**src/rtl/vc_pkg.sv**
```systemverilog
// Shared encodings for the two-virtual-channel datapath: holding-stage
// FSM states and destination selector values.
package vc_pkg;

    typedef enum logic {
        EMPTY  = 1'b0,
        LOADED = 1'b1
    } state_t;

    localparam logic DEST_D0 = 1'b0;
    localparam logic DEST_D1 = 1'b1;

endpackage

```
**src/rtl/demux_dest_if.sv**
```systemverilog
// Bus bundle between the merged VC stream, the destination demux and the
// two downstream FIFOs. The demux is the slave; the surroundings are the master.
interface demux_dest_if #(
    parameter int DATA_SIZE = 4,
    parameter int CNT_WIDTH = 4
) ();

    logic                 valid_in;
    logic [DATA_SIZE-1:0] data_in;
    logic                 ready_out;
    logic                 full_d0;
    logic                 full_d1;
    logic                 push_d0;
    logic [DATA_SIZE-1:0] data_d0;
    logic                 push_d1;
    logic [DATA_SIZE-1:0] data_d1;
    logic [CNT_WIDTH-1:0] count_d0;
    logic [CNT_WIDTH-1:0] count_d1;
    logic                 idle;

    modport slave (
        input  valid_in, data_in, full_d0, full_d1,
        output ready_out, push_d0, data_d0, push_d1, data_d1,
               count_d0, count_d1, idle
    );

    modport master (
        output valid_in, data_in, full_d0, full_d1,
        input  ready_out, push_d0, data_d0, push_d1, data_d1,
               count_d0, count_d1, idle
    );

endinterface

```
**src/rtl/dest_counter.sv**
```systemverilog
// Wrapping delivered-word counter for one destination.
module dest_counter #(
    parameter int CNT_WIDTH = 4
) (
    input  logic                 clk,
    input  logic                 reset_L,
    input  logic                 inc,
    output logic [CNT_WIDTH-1:0] count
);

    logic [CNT_WIDTH-1:0] count_reg;

    always_ff @(posedge clk or negedge reset_L) begin
        if (!reset_L) begin
            count_reg <= '0;
        end else if (inc) begin
            count_reg <= count_reg + 1'b1;
        end
    end

    assign count = count_reg;

endmodule

```
**src/rtl/demux_dest.sv**
```systemverilog
// Destination demultiplexer: one-word holding stage that routes each word to
// D0 or D1 by its destination bit, with full-flag backpressure and counters.
module demux_dest #(
    parameter int DATA_SIZE = 4,
    parameter int DEST_BIT  = 3,
    parameter int CNT_WIDTH = 4
) (
    input  logic          clk,
    input  logic          reset_L,
    demux_dest_if.slave   bus
);

    import vc_pkg::*;

    state_t               state_reg;
    logic [DATA_SIZE-1:0] held_data_reg;
    logic                 push_reg [2];
    logic [DATA_SIZE-1:0] data_reg [2];
    logic [CNT_WIDTH-1:0] cnt      [2];
    logic [1:0]           inc;

    logic tgt_dest;
    logic tgt_full;
    logic issue;
    logic ready;
    logic accept;

    assign tgt_dest = held_data_reg[DEST_BIT];
    assign tgt_full = (tgt_dest == DEST_D1) ? bus.full_d1 : bus.full_d0;
    assign issue    = (state_reg == LOADED) && !tgt_full;
    // Ready deliberately ignores valid_in so the sender never sees a loop.
    assign ready    = (state_reg == EMPTY) || issue;
    assign accept   = bus.valid_in && ready;

    always_ff @(posedge clk or negedge reset_L) begin
        if (!reset_L) begin
            state_reg     <= EMPTY;
            held_data_reg <= '0;
            for (int i = 0; i < 2; i++) begin
                push_reg[i] <= 1'b0;
                data_reg[i] <= '0;
            end
        end else begin
            for (int i = 0; i < 2; i++) begin
                push_reg[i] <= issue && (tgt_dest == 1'(i));
                data_reg[i] <= (issue && (tgt_dest == 1'(i))) ? held_data_reg : '0;
            end
            if (accept) begin
                state_reg     <= LOADED;
                held_data_reg <= bus.data_in;
            end else if (issue) begin
                state_reg     <= EMPTY;
            end
        end
    end

    genvar gi;
    generate
        for (gi = 0; gi < 2; gi++) begin : g_cnt
            assign inc[gi] = issue && (tgt_dest == 1'(gi));
            dest_counter #(.CNT_WIDTH(CNT_WIDTH)) u_cnt (
                .clk     (clk),
                .reset_L (reset_L),
                .inc     (inc[gi]),
                .count   (cnt[gi])
            );
        end
    endgenerate

    assign bus.ready_out = ready;
    assign bus.idle      = (state_reg == EMPTY);
    assign bus.push_d0   = push_reg[0];
    assign bus.data_d0   = data_reg[0];
    assign bus.push_d1   = push_reg[1];
    assign bus.data_d1   = data_reg[1];
    assign bus.count_d0  = cnt[0];
    assign bus.count_d1  = cnt[1];

endmodule

```
**src/flat_wrapper.sv**
```systemverilog
// flat-port wrapper written by rule: the top's interface ports become plain ports
module demux_dest_flat import vc_pkg::*;
#(
    parameter int DATA_SIZE = 4,
    parameter int DEST_BIT  = 3,
    parameter int CNT_WIDTH = 4
)
  (clk, reset_L, bus_valid_in, bus_data_in, bus_full_d0, bus_full_d1, bus_ready_out, bus_push_d0, bus_data_d0, bus_push_d1, bus_data_d1, bus_count_d0, bus_count_d1, bus_idle);
  demux_dest_if #(.DATA_SIZE(DATA_SIZE), .CNT_WIDTH(CNT_WIDTH)) bus_i ();
  input  logic clk;
  input  logic reset_L;
  input wire logic [$bits(bus_i.valid_in)-1:0] bus_valid_in;
  input wire logic [$bits(bus_i.data_in)-1:0] bus_data_in;
  input wire logic [$bits(bus_i.full_d0)-1:0] bus_full_d0;
  input wire logic [$bits(bus_i.full_d1)-1:0] bus_full_d1;
  output wire logic [$bits(bus_i.ready_out)-1:0] bus_ready_out;
  output wire logic [$bits(bus_i.push_d0)-1:0] bus_push_d0;
  output wire logic [$bits(bus_i.data_d0)-1:0] bus_data_d0;
  output wire logic [$bits(bus_i.push_d1)-1:0] bus_push_d1;
  output wire logic [$bits(bus_i.data_d1)-1:0] bus_data_d1;
  output wire logic [$bits(bus_i.count_d0)-1:0] bus_count_d0;
  output wire logic [$bits(bus_i.count_d1)-1:0] bus_count_d1;
  output wire logic [$bits(bus_i.idle)-1:0] bus_idle;
  assign bus_i.valid_in = bus_valid_in;
  assign bus_i.data_in = bus_data_in;
  assign bus_i.full_d0 = bus_full_d0;
  assign bus_i.full_d1 = bus_full_d1;
  assign bus_ready_out = bus_i.ready_out;
  assign bus_push_d0 = bus_i.push_d0;
  assign bus_data_d0 = bus_i.data_d0;
  assign bus_push_d1 = bus_i.push_d1;
  assign bus_data_d1 = bus_i.data_d1;
  assign bus_count_d0 = bus_i.count_d0;
  assign bus_count_d1 = bus_i.count_d1;
  assign bus_idle = bus_i.idle;
  demux_dest #(.DATA_SIZE(DATA_SIZE), .DEST_BIT(DEST_BIT), .CNT_WIDTH(CNT_WIDTH)) u_core (.clk(clk), .reset_L(reset_L), .bus(bus_i));
endmodule
```
**config.mk**
```make
export PLATFORM = sky130hd
export DESIGN_NAME = demux_dest_flat
export DESIGN_NICKNAME = d
export VERILOG_FILES = /design/src/rtl/vc_pkg.sv /design/src/rtl/demux_dest_if.sv /design/src/rtl/dest_counter.sv /design/src/rtl/demux_dest.sv /design/src/flat_wrapper.sv
export SDC_FILE = /design/constraint.sdc
export NUM_CORES = 1
export LEC_CHECK = 0
export BUFFER_PORTS_ARGS = -buffer_cell sky130_fd_sc_hd__buf_2
export CORE_ASPECT_RATIO = 0.7
export CORE_MARGIN = 10
export CORE_UTILIZATION = 45
export CTS_BUF_LIST = sky130_fd_sc_hd__clkbuf_2
export CTS_CLUSTER_DIAMETER = 80
export CTS_CLUSTER_SIZE = 28
export DETAILED_ROUTE_END_ITERATION = 8
export PLACE_DENSITY = 0.73
export REMOVE_ABC_BUFFERS = 1
export SETUP_SLACK_MARGIN = 0.05
export SLEW_MARGIN = 25
export SYNTH_ARGS = -nofsm -noshare
export SYNTH_HDL_FRONTEND = slang
export SYNTH_SLANG_ARGS = --single-unit
```
**constraint.sdc**
```tcl
create_clock -name clk -period 1.75 [get_ports clk]
set_input_delay 0.525 -clock clk [delete_from_list [all_inputs] [get_ports clk]]
set_output_delay 0.525 -clock clk [all_outputs]
set_load 0.02 [all_outputs]
```
==> results of run 1 <==
[metal layers]
layer | vias to the layer above | GRT usage | part of all wire | routed length [µm]
li1 | 261 | - | - | -
met1 | 250 | 0.0926 | 0.45 | 696
met2 | 24 | 0.116 | 0.40 | 622
met3 | 2 | 0.0509 | 0.13 | 195
met4 | 0 | 0.0405 | 0.018 | 28
met5 | - | 0 | 0 | 0
[timing repair]
action	in CTS	in global routing
setup endpoints to repair	1	1
buffers inserted	2	0
gates resized for setup	3	1
endpoints found under the hold margin	0	0
gates cloned	0	0
[kinds of logic (layout without fill, tap and decap cells)]
group	after synthesis	in the layout	synth area share
AO/OA/AOI/OAI	3	3	0.0375
AND/OR/NAND/NOR	17	17	0.121
other	1	1	0.00432
adder cells (fa/ha/maj)	2	2	0.0288
multiplexers	6	6	0.0951
XOR/XNOR	6	6	0.0605
buffers and inverters	3	35	0.0187
flip-flops	22	22	0.634
[critical path: stages, from the launching register on]
cell and delay [ps]:
dfrtp_1 430, mux2_4 320, nand2_4 80, buf_6 110
[per-stage QoR]
step                      cell area (µm²)  TNS [ps]   util
after floorplan                       856         0      -
final                                1070     -25.7  0.585
after detailed placement             1030         0  0.561
after global routing                 1070     -93.8  0.585
after global placement               1030         0  0.561
after CTS                            1070     -47.0  0.582
[power breakdown]
group	switching (mW)	total (mW)	internal, mW
logic	0.282	0.511	0.229
clock network	0.133	0.180	0.0468
registers	0.108	0.744	0.636
total	0.524	1.44	0.912
[area by class of cell]
cell class,instances,area [µm²]
fill,159,763
clock buffer,3,15.0
timing repair buffer,31,169
tap,22,27.5
inverter,1,3.75
sequential,22,551
multi-input combinational,35,309
[synthesized netlist by cell type]
master    number  area (µm²)
xnor2_1        4        35.0
nand2b_1       1        6.26
a21o_1         1        7.51
a21bo_4        1        16.3
and3b_2        1        10.0
and2_1         3        18.8
nor3b_2        1        12.5
mux2_2         2        22.5
and2_2         3        22.5
nand2_1        6        22.5
a22o_1         1        8.76
conb_1         1        3.75
dfrtp_1       22         551
mux2_4         4        60.1
nand4_1        2        12.5
inv_1          1        3.75
buf_2          1        5.00
xor2_1         2        17.5
ha_1           2        25.0
buf_4          1        7.51
[worst paths after layout]
path / from / endpoint / slack [ps] / depth (start not counted)
worst max-delay path: u_core.held_data_reg[3] / bus_ready_out / -30 / 3
worst min-delay path: reset_L / u_core.state_reg / 140 / 1
worst max register to register: u_core.held_data_reg[3] / u_core.held_data_reg[1] / 260 / 4
worst min register to register: u_core.g_cnt[1].u_cnt.count[3] / u_core.g_cnt[1].u_cnt.count[3] / 480 / 1
max in group asynchronous: reset_L / u_core.bus.data_d1[1] / 1280 / 1
min in group clk: bus_data_in[3] / u_core.held_data_reg[3] / 430 / 2
==> results.sh, run 1 <==
export IMPL_end_kind="output port"
export IMPL_final_hold_viol_count=0
export IMPL_grtUsageTotal=0.0815
export IMPL_cts_sinks=22
export IMPL_synthCells=60
export IMPL_setup_viol=1
export IMPL_cp_arrival_ps=1250
export IMPL_ant_nets=0
export IMPL_cts_root_buf="clkbuf_2"
export IMPL_cts_tree="done"
export IMPL_drv_cap=0
export IMPL_worstSkewPairLatency_ps=310
export IMPL_irDropWorstVdd_mv=0.875
export IMPL_grt_overflow=0
export IMPL_syn_area_um2=868
export IMPL_portBuffers=28
export IMPL_via_count=537
export IMPL_num_antenna_cells=0
export IMPL_fp_dieArea_um2=4110
export IMPL_drt_iter0_drc=15
export IMPL_fp_dieH_um=56.8
export IMPL_die_x_um=72.5
export IMPL_dp_cells=109
export IMPL_cp_data_required_time_ps=1220
export IMPL_grt_pass1_wl_um=2660
export IMPL_status="finished with violations"
export IMPL_synth_distinct_cells=20
export IMPL_hp_class="in -> async"
export IMPL_mostFrequentLayoutCell="buf_2"
export IMPL_period_minus_slack_ps=1780
export IMPL_cts_buffers=3
export IMPL_leakage_nw=0.579
export IMPL_finalPower_mw=1.44
export IMPL_io_pin_count=29
export IMPL_grt_max_degree=23
export IMPL_rsz0062_at_grt="yes"
export IMPL_areaGrowthSynthToFinish_pct=23.8
export IMPL_rows=13
export IMPL_drv_slew=0
export IMPL_finClkSkew_ps=12.5
export IMPL_max_freq_mhz=563
export IMPL_largest_reg_flops=8
export IMPL_viasPerCell=4.71
export IMPL_layout_drive_gt1_share=0.511
export IMPL_final_cells=114
export IMPL_timing_hold_ws_ps=139
export IMPL_core_um2=1840
export IMPL_place_ws_ps=51.2
export IMPL_hpwl_um=1240
export IMPL_setup_ws_ps=-25.7
export IMPL_syn_area_per_cell_um2=14.5
export IMPL_wl_per_cell_um=13.5
export IMPL_wl_um=1540
export IMPL_ys_seq_area_frac=0.634
export IMPL_nNetsFinal=105
export IMPL_htree_levels=1
export IMPL_ys_seq_elements=22
export IMPL_power_density_nw_per_um2=1340
export IMPL_cts_hold_buffers=0
export IMPL_startpoint_type="flop"
export IMPL_cts_max_path_buffers=2
export IMPL_clk_pin_slew_ps=190
export IMPL_drc=0
export IMPL_critPathKind="reg -> out"
export IMPL_ys_warn_count=0
export IMPL_dr_pass1_iters=2
export IMPL_grt_pass1_vias=567
export IMPL_antenna_found_initial=0
export IMPL_start_util=0.472
export IMPL_post_route_period_util=1.01
export IMPL_path_max_fanout=2
export IMPL_violations="negative setup slack"
export IMPL_gp_congestion=0.647
export IMPL_final_cell_mix="27 x buf_2, 22 x dfrtp_1, 5 x nand2_1"
Note: power is estimated with default switching activity, not from simulation.
==> run 2, diff against run 1 <==
Settings changed: CORE_ASPECT_RATIO 0.7 to not set.
==> run 2 against run 1 <==
Net effect:
- the flow still finishes with violations (negative setup slack)
- setup slack improved by 8.3 ps
- sequential share of layout area shrank 0.18 points
- flip-flop and latch count is the same
- clock skew fell by 3.9 ps
- non-clock buffer count stayed put
- first-iteration DRC count shrank 53%
- critical path depth did not move
- hold slack about the same
- critical path type unchanged
- critical endpoint unchanged
==> results.sh, run 2 (synthesis gave the netlist of run 1 again) <==
export IMPL_period_minus_slack_ps=1770
export IMPL_startpoint_type="flop"
export IMPL_setup_ws_ps=-17.4
export IMPL_cts_root_buf="clkbuf_2"
export IMPL_status="finished with violations"
export IMPL_cts_hold_buffers=0
export IMPL_hp_class="in -> async"
export IMPL_drv_slew=0
export IMPL_switching_share=0.366
export IMPL_cp_arrival_ps=1240
export IMPL_post_route_period_util=1.01
export IMPL_dr_pass1_iters=4
export IMPL_max_freq_mhz=566
export IMPL_fp_dieArea_um2=4090
export IMPL_combPwrFrac=0.361
export IMPL_areaGrowthSynthToFinish_pct=24.2
export IMPL_antenna_found_initial=0
export IMPL_power_internal_uw=915
export IMPL_drt_iter0_drc=7
export IMPL_cts_sinks=22
export IMPL_cts_tree="done"
export IMPL_portBuffers=28
export IMPL_leakage_nw=0.579
export IMPL_via_count=529
export IMPL_final_hold_viol_count=0
export IMPL_grt_pass1_vias=574
export IMPL_rows=15
export IMPL_place_ws_ps=48.4
export IMPL_wl_um=1550
export IMPL_fin_area_um2=1080
export IMPL_rsz0062_at_grt="yes"
export IMPL_grt_max_degree=23
export IMPL_finClkSkew_ps=8.62
export IMPL_fp_dieH_um=63.9
export IMPL_gp_congestion=0.664
export IMPL_layout_drive_gt1_share=0.511
export IMPL_io_pin_count=29
export IMPL_hpwl_um=1170
export IMPL_grt_pass1_wl_um=2540
export IMPL_cts_max_path_buffers=2
export IMPL_fin_util=0.605
export IMPL_num_antenna_cells=0
export IMPL_drv_cap=0
export IMPL_cts_buffers=3
export IMPL_postPlaceCellArea_um2=1030
export IMPL_largest_reg_flops=8
export IMPL_ant_nets=0
export IMPL_tns_ps=-17.4
export IMPL_nNetsFinal=105
export IMPL_core_um2=1780
export IMPL_path_max_fanout=2
export IMPL_power_density_nw_per_um2=1340
export IMPL_htree_levels=1
export IMPL_violations="negative setup slack"
export IMPL_critPathKind="reg -> out"
export IMPL_p_seq_frac=0.515
export IMPL_worstSkewPairLatency_ps=300
export IMPL_wl_per_cell_um=13.3
export IMPL_drc=0
export IMPL_clk_pin_slew_ps=180
export IMPL_grt_overflow=0
export IMPL_start_util=0.487
export IMPL_fillers=153
export IMPL_viasPerCell=4.52
export IMPL_netSwitchingPower_uw=528
export IMPL_cp_data_required_time_ps=1220
export IMPL_die_x_um=63.9
export IMPL_irDropWorstVdd_mv=0.637
export IMPL_final_cell_mix="27 x buf_2, 22 x dfrtp_1, 5 x nand2_1"
export IMPL_grtUsageTotal=0.0782
export IMPL_mostFrequentLayoutCell="buf_2"
export IMPL_setup_viol=1
export IMPL_end_kind="output port"
export IMPL_power_frac_clock=0.124
-- run 2: power groups by stage --
stage	Sequential, mW	Clock [mW]	Combinational (mW)
2_1_floorplan	0.886	0	0.185
3_3_place_gp	0.750	0	0.494
3_5_place_dp	0.758	0	0.512
4_1_cts	0.743	0.185	0.532
5_1_grt	0.765	0.204	0.573
6_report	0.744	0.179	0.520
-- run 2: worst paths after layout --
kind | startpoint | endpoint | slack, ps | depth (start not counted)
min in group clk | bus_data_in[0] | u_core.held_data_reg[0] | 440 | 2
setup reg to reg | u_core.held_data_reg[3] | u_core.held_data_reg[2] | 240 | 4
setup / recovery | u_core.held_data_reg[3] | bus_ready_out | -20 | 3
max in group asynchronous | reset_L | u_core.bus.data_d0[0] | 1290 | 1
hold / removal | reset_L | u_core.bus.push_d0 | 140 | 1
hold reg to reg | u_core.g_cnt[0].u_cnt.count[3] | u_core.g_cnt[0].u_cnt.count[3] | 480 | 1
-- run 2: final cells by class --
| class | count | area, µm² | share of cell area |
|---|---|---|---|
| clock buffers | 3 | 15.0 | 0.0139 |
| inverters | 1 | 3.75 | 0.00348 |
| multi-input cells | 35 | 309 | 0.287 |
| flip-flops and latches | 22 | 551 | 0.510 |
| well taps | 25 | 31.3 | 0.0290 |
| repair buffers | 31 | 169 | 0.157 |
-- run 2: critical path, cell delays in order (launching register included) --
cell     delay, ps
dfrtp_1        440
mux2_4         330
nand2_4         80
buf_6          110
-- run 2: timing repair --
item,4_1_cts,5_1_grt
setup endpoints to repair,1,1
gates resized for setup,3,1
setup buffers,2,0
-- run 2: metrics by stage --
| stage | hold slack (ps) | instances | total power [mW] |
|---|---|---|---|
| 6_report | 139 | 117 | 1.44 |
| 5_1_grt | 151 | 117 | 1.54 |
| 4_1_cts | 150 | 117 | 1.46 |
| 3_5_place_dp | 459 | 112 | 1.27 |
| 3_3_place_gp | 455 | 112 | 1.24 |
| 2_1_floorplan | 229 | 58 | 1.07 |
-- run 2: layer usage --
layer,vias up,wire (µm),track usage,part of all wire
met5,-,0,0,0
met4,0,34,0.0574,0.022
met3,2,156,0.0331,0.10
met2,18,768,0.129,0.49
met1,249,594,0.0767,0.38
li1,260,-,-,-
==> run 3, diff against run 2 <==
Settings changed: CORE_MARGIN 10 to not set.
==> run 3 against run 2 <==
Net effect:
- the run still ends with negative setup slack left
- final area grew 0.46%
- via count grew 3.6%
- combinational power shrank 3%
- register-to-register slack is essentially flat
- sequential power is essentially flat
==> results.sh, run 3 (synthesis gave the netlist of run 1 again) <==
export IMPL_status="finished with violations"
export IMPL_violations="negative setup slack"
export IMPL_final_hold_viol_count=0
export IMPL_start_util=0.492
export IMPL_startpoint_type="flop"
export IMPL_end_kind="output port"
export IMPL_drv_cap=0
export IMPL_via_count=548
export IMPL_cts_hold_buffers=0
export IMPL_nNetsFinal=105
export IMPL_drt_iter0_drc=4
export IMPL_max_freq_mhz=559
export IMPL_cts_max_path_buffers=2
export IMPL_gp_congestion=0.745
export IMPL_antenna_found_initial=0
export IMPL_critPathKind="reg -> out"
export IMPL_grt_pass1_vias=464
export IMPL_fin_util=0.614
export IMPL_path_max_fanout=2
export IMPL_io_pin_count=29
export IMPL_wl_per_cell_um=10.9
export IMPL_period_minus_slack_ps=1790
export IMPL_setup_ws_ps=-39.8
export IMPL_fillers=167
export IMPL_cts_tree="done"
export IMPL_rrSetupSlack_ps=230
export IMPL_viasPerCell=4.64
export IMPL_reg2reg_from="u_core.held_data_reg[3]"
export IMPL_portBuffers=28
export IMPL_finalPower_mw=1.44
export IMPL_cts_root_buf="clkbuf_2"
export IMPL_drv_slew=0
export IMPL_mostFrequentLayoutCell="buf_2"
export IMPL_cts_sinks=22
export IMPL_irDropWorstVdd_mv=0.627
export IMPL_cts_buffers=3
export IMPL_wl_um=1290
export IMPL_core_um2=1760
export IMPL_cpPeakStageDelay_ps=460
export IMPL_layout_drive_gt1_share=0.516
export IMPL_hpwl_um=966
export IMPL_areaGrowthSynthToFinish_pct=24.8
export IMPL_largest_reg_flops=8
export IMPL_rsz0062_at_grt="yes"
export IMPL_grt_overflow=0
export IMPL_rows=15
export IMPL_finClkSkew_ps=6.24
export IMPL_ant_nets=0
export IMPL_grtUsageTotal=0.151
export IMPL_power_density_nw_per_um2=1330
export IMPL_htree_levels=1
export IMPL_post_route_period_util=1.02
export IMPL_grt_max_degree=23
export IMPL_setup_viol=1
export IMPL_cp_startpoint="u_core.held_data_reg[3]"
export IMPL_leakage_nw=0.580
export IMPL_die_x_um=45.9
export IMPL_hp_class="in -> async"
export IMPL_cp_arrival_ps=1260
export IMPL_r2r_cells=4
export IMPL_dr_pass1_iters=3
export IMPL_drc=0
export IMPL_worstSkewPairLatency_ps=300
export IMPL_num_antenna_cells=0
export IMPL_final_cell_mix="27 x buf_2, 21 x dfrtp_1, 5 x nand2_1"
export IMPL_fp_dieArea_um2=2110
export IMPL_fp_dieH_um=45.9
export IMPL_grt_pass1_wl_um=2140
export IMPL_clk_pin_slew_ps=190
export IMPL_cp_data_required_time_ps=1220
export IMPL_tns_ps=-39.8
export IMPL_slowest_stage="dfrtp_2"
export IMPL_crit_chain="mux2_4, nand2_4, buf_6"
[run 3: cell count changes in the layout (fill, tap and decap cells not counted), sizes merged]
cell | previous run | this run
clkinv | 0 | 1
[run 3: cell type report]
| cell class | instances | area (µm²) | area share |
|---|---|---|---|
| Timing Repair Buffer | 31 | 169 | 0.156 |
| Inverter | 1 | 3.75 | 0.00346 |
| Clock inverter | 1 | 3.75 | 0.00346 |
| Multi-Input combinational cell | 35 | 309 | 0.285 |
| Sequential cell | 22 | 552 | 0.509 |
| Clock buffer | 3 | 15.0 | 0.0139 |
| Tap cell | 25 | 31.3 | 0.0289 |
[run 3: path summary, 6_finish.rpt]
kind / end
min in group clk: u_core.held_data_reg[3]
min reg2reg: u_core.g_cnt[1].u_cnt.count[3]
max: bus_ready_out
min: u_core.bus.data_d0[1]
max reg2reg: u_core.held_data_reg[0]
max in group asynchronous: u_core.held_data_reg[3]
[run 3: timing repair]
item / in CTS / in global routing
endpoints found under the setup margin: 1 / 1
gates resized for setup: 4 / 1
pin swaps: 0 / 0
setup buffers: 2 / 0
[run 3: critical path, delay by kind of cell (launching register included)]
kind          cells  cell delay [ps]
flops             1              460
buf+inv           1              110
mux               1              320
simple gates      1               80
[run 3: routing by layer]
| metal | share of wire | GRT usage |
|---|---|---|
| met3 | 0.056 | 0.0357 |
| met1 | 0.42 | 0.191 |
| met4 | 0.015 | 0.0882 |
| met2 | 0.51 | 0.234 |
| met5 | 0 | 0 |
[run 3: where the power goes]
group	switching (mW)	internal (mW)
clock	0.139	0.0497
combinational	0.276	0.231
sequential	0.108	0.637
total	0.522	0.917
[run 3: metrics by stage]
step	area, µm²	cells	hold slack [ps]	setup slack [ps]
2_1_floorplan	856	58	229	253
3_3_place_gp	1030	112	456	70.4
3_5_place_dp	1030	112	467	52.4
4_1_cts	1080	118	141	-63.5
5_1_grt	1080	118	126	-111
6_report	1080	118	132	-39.8
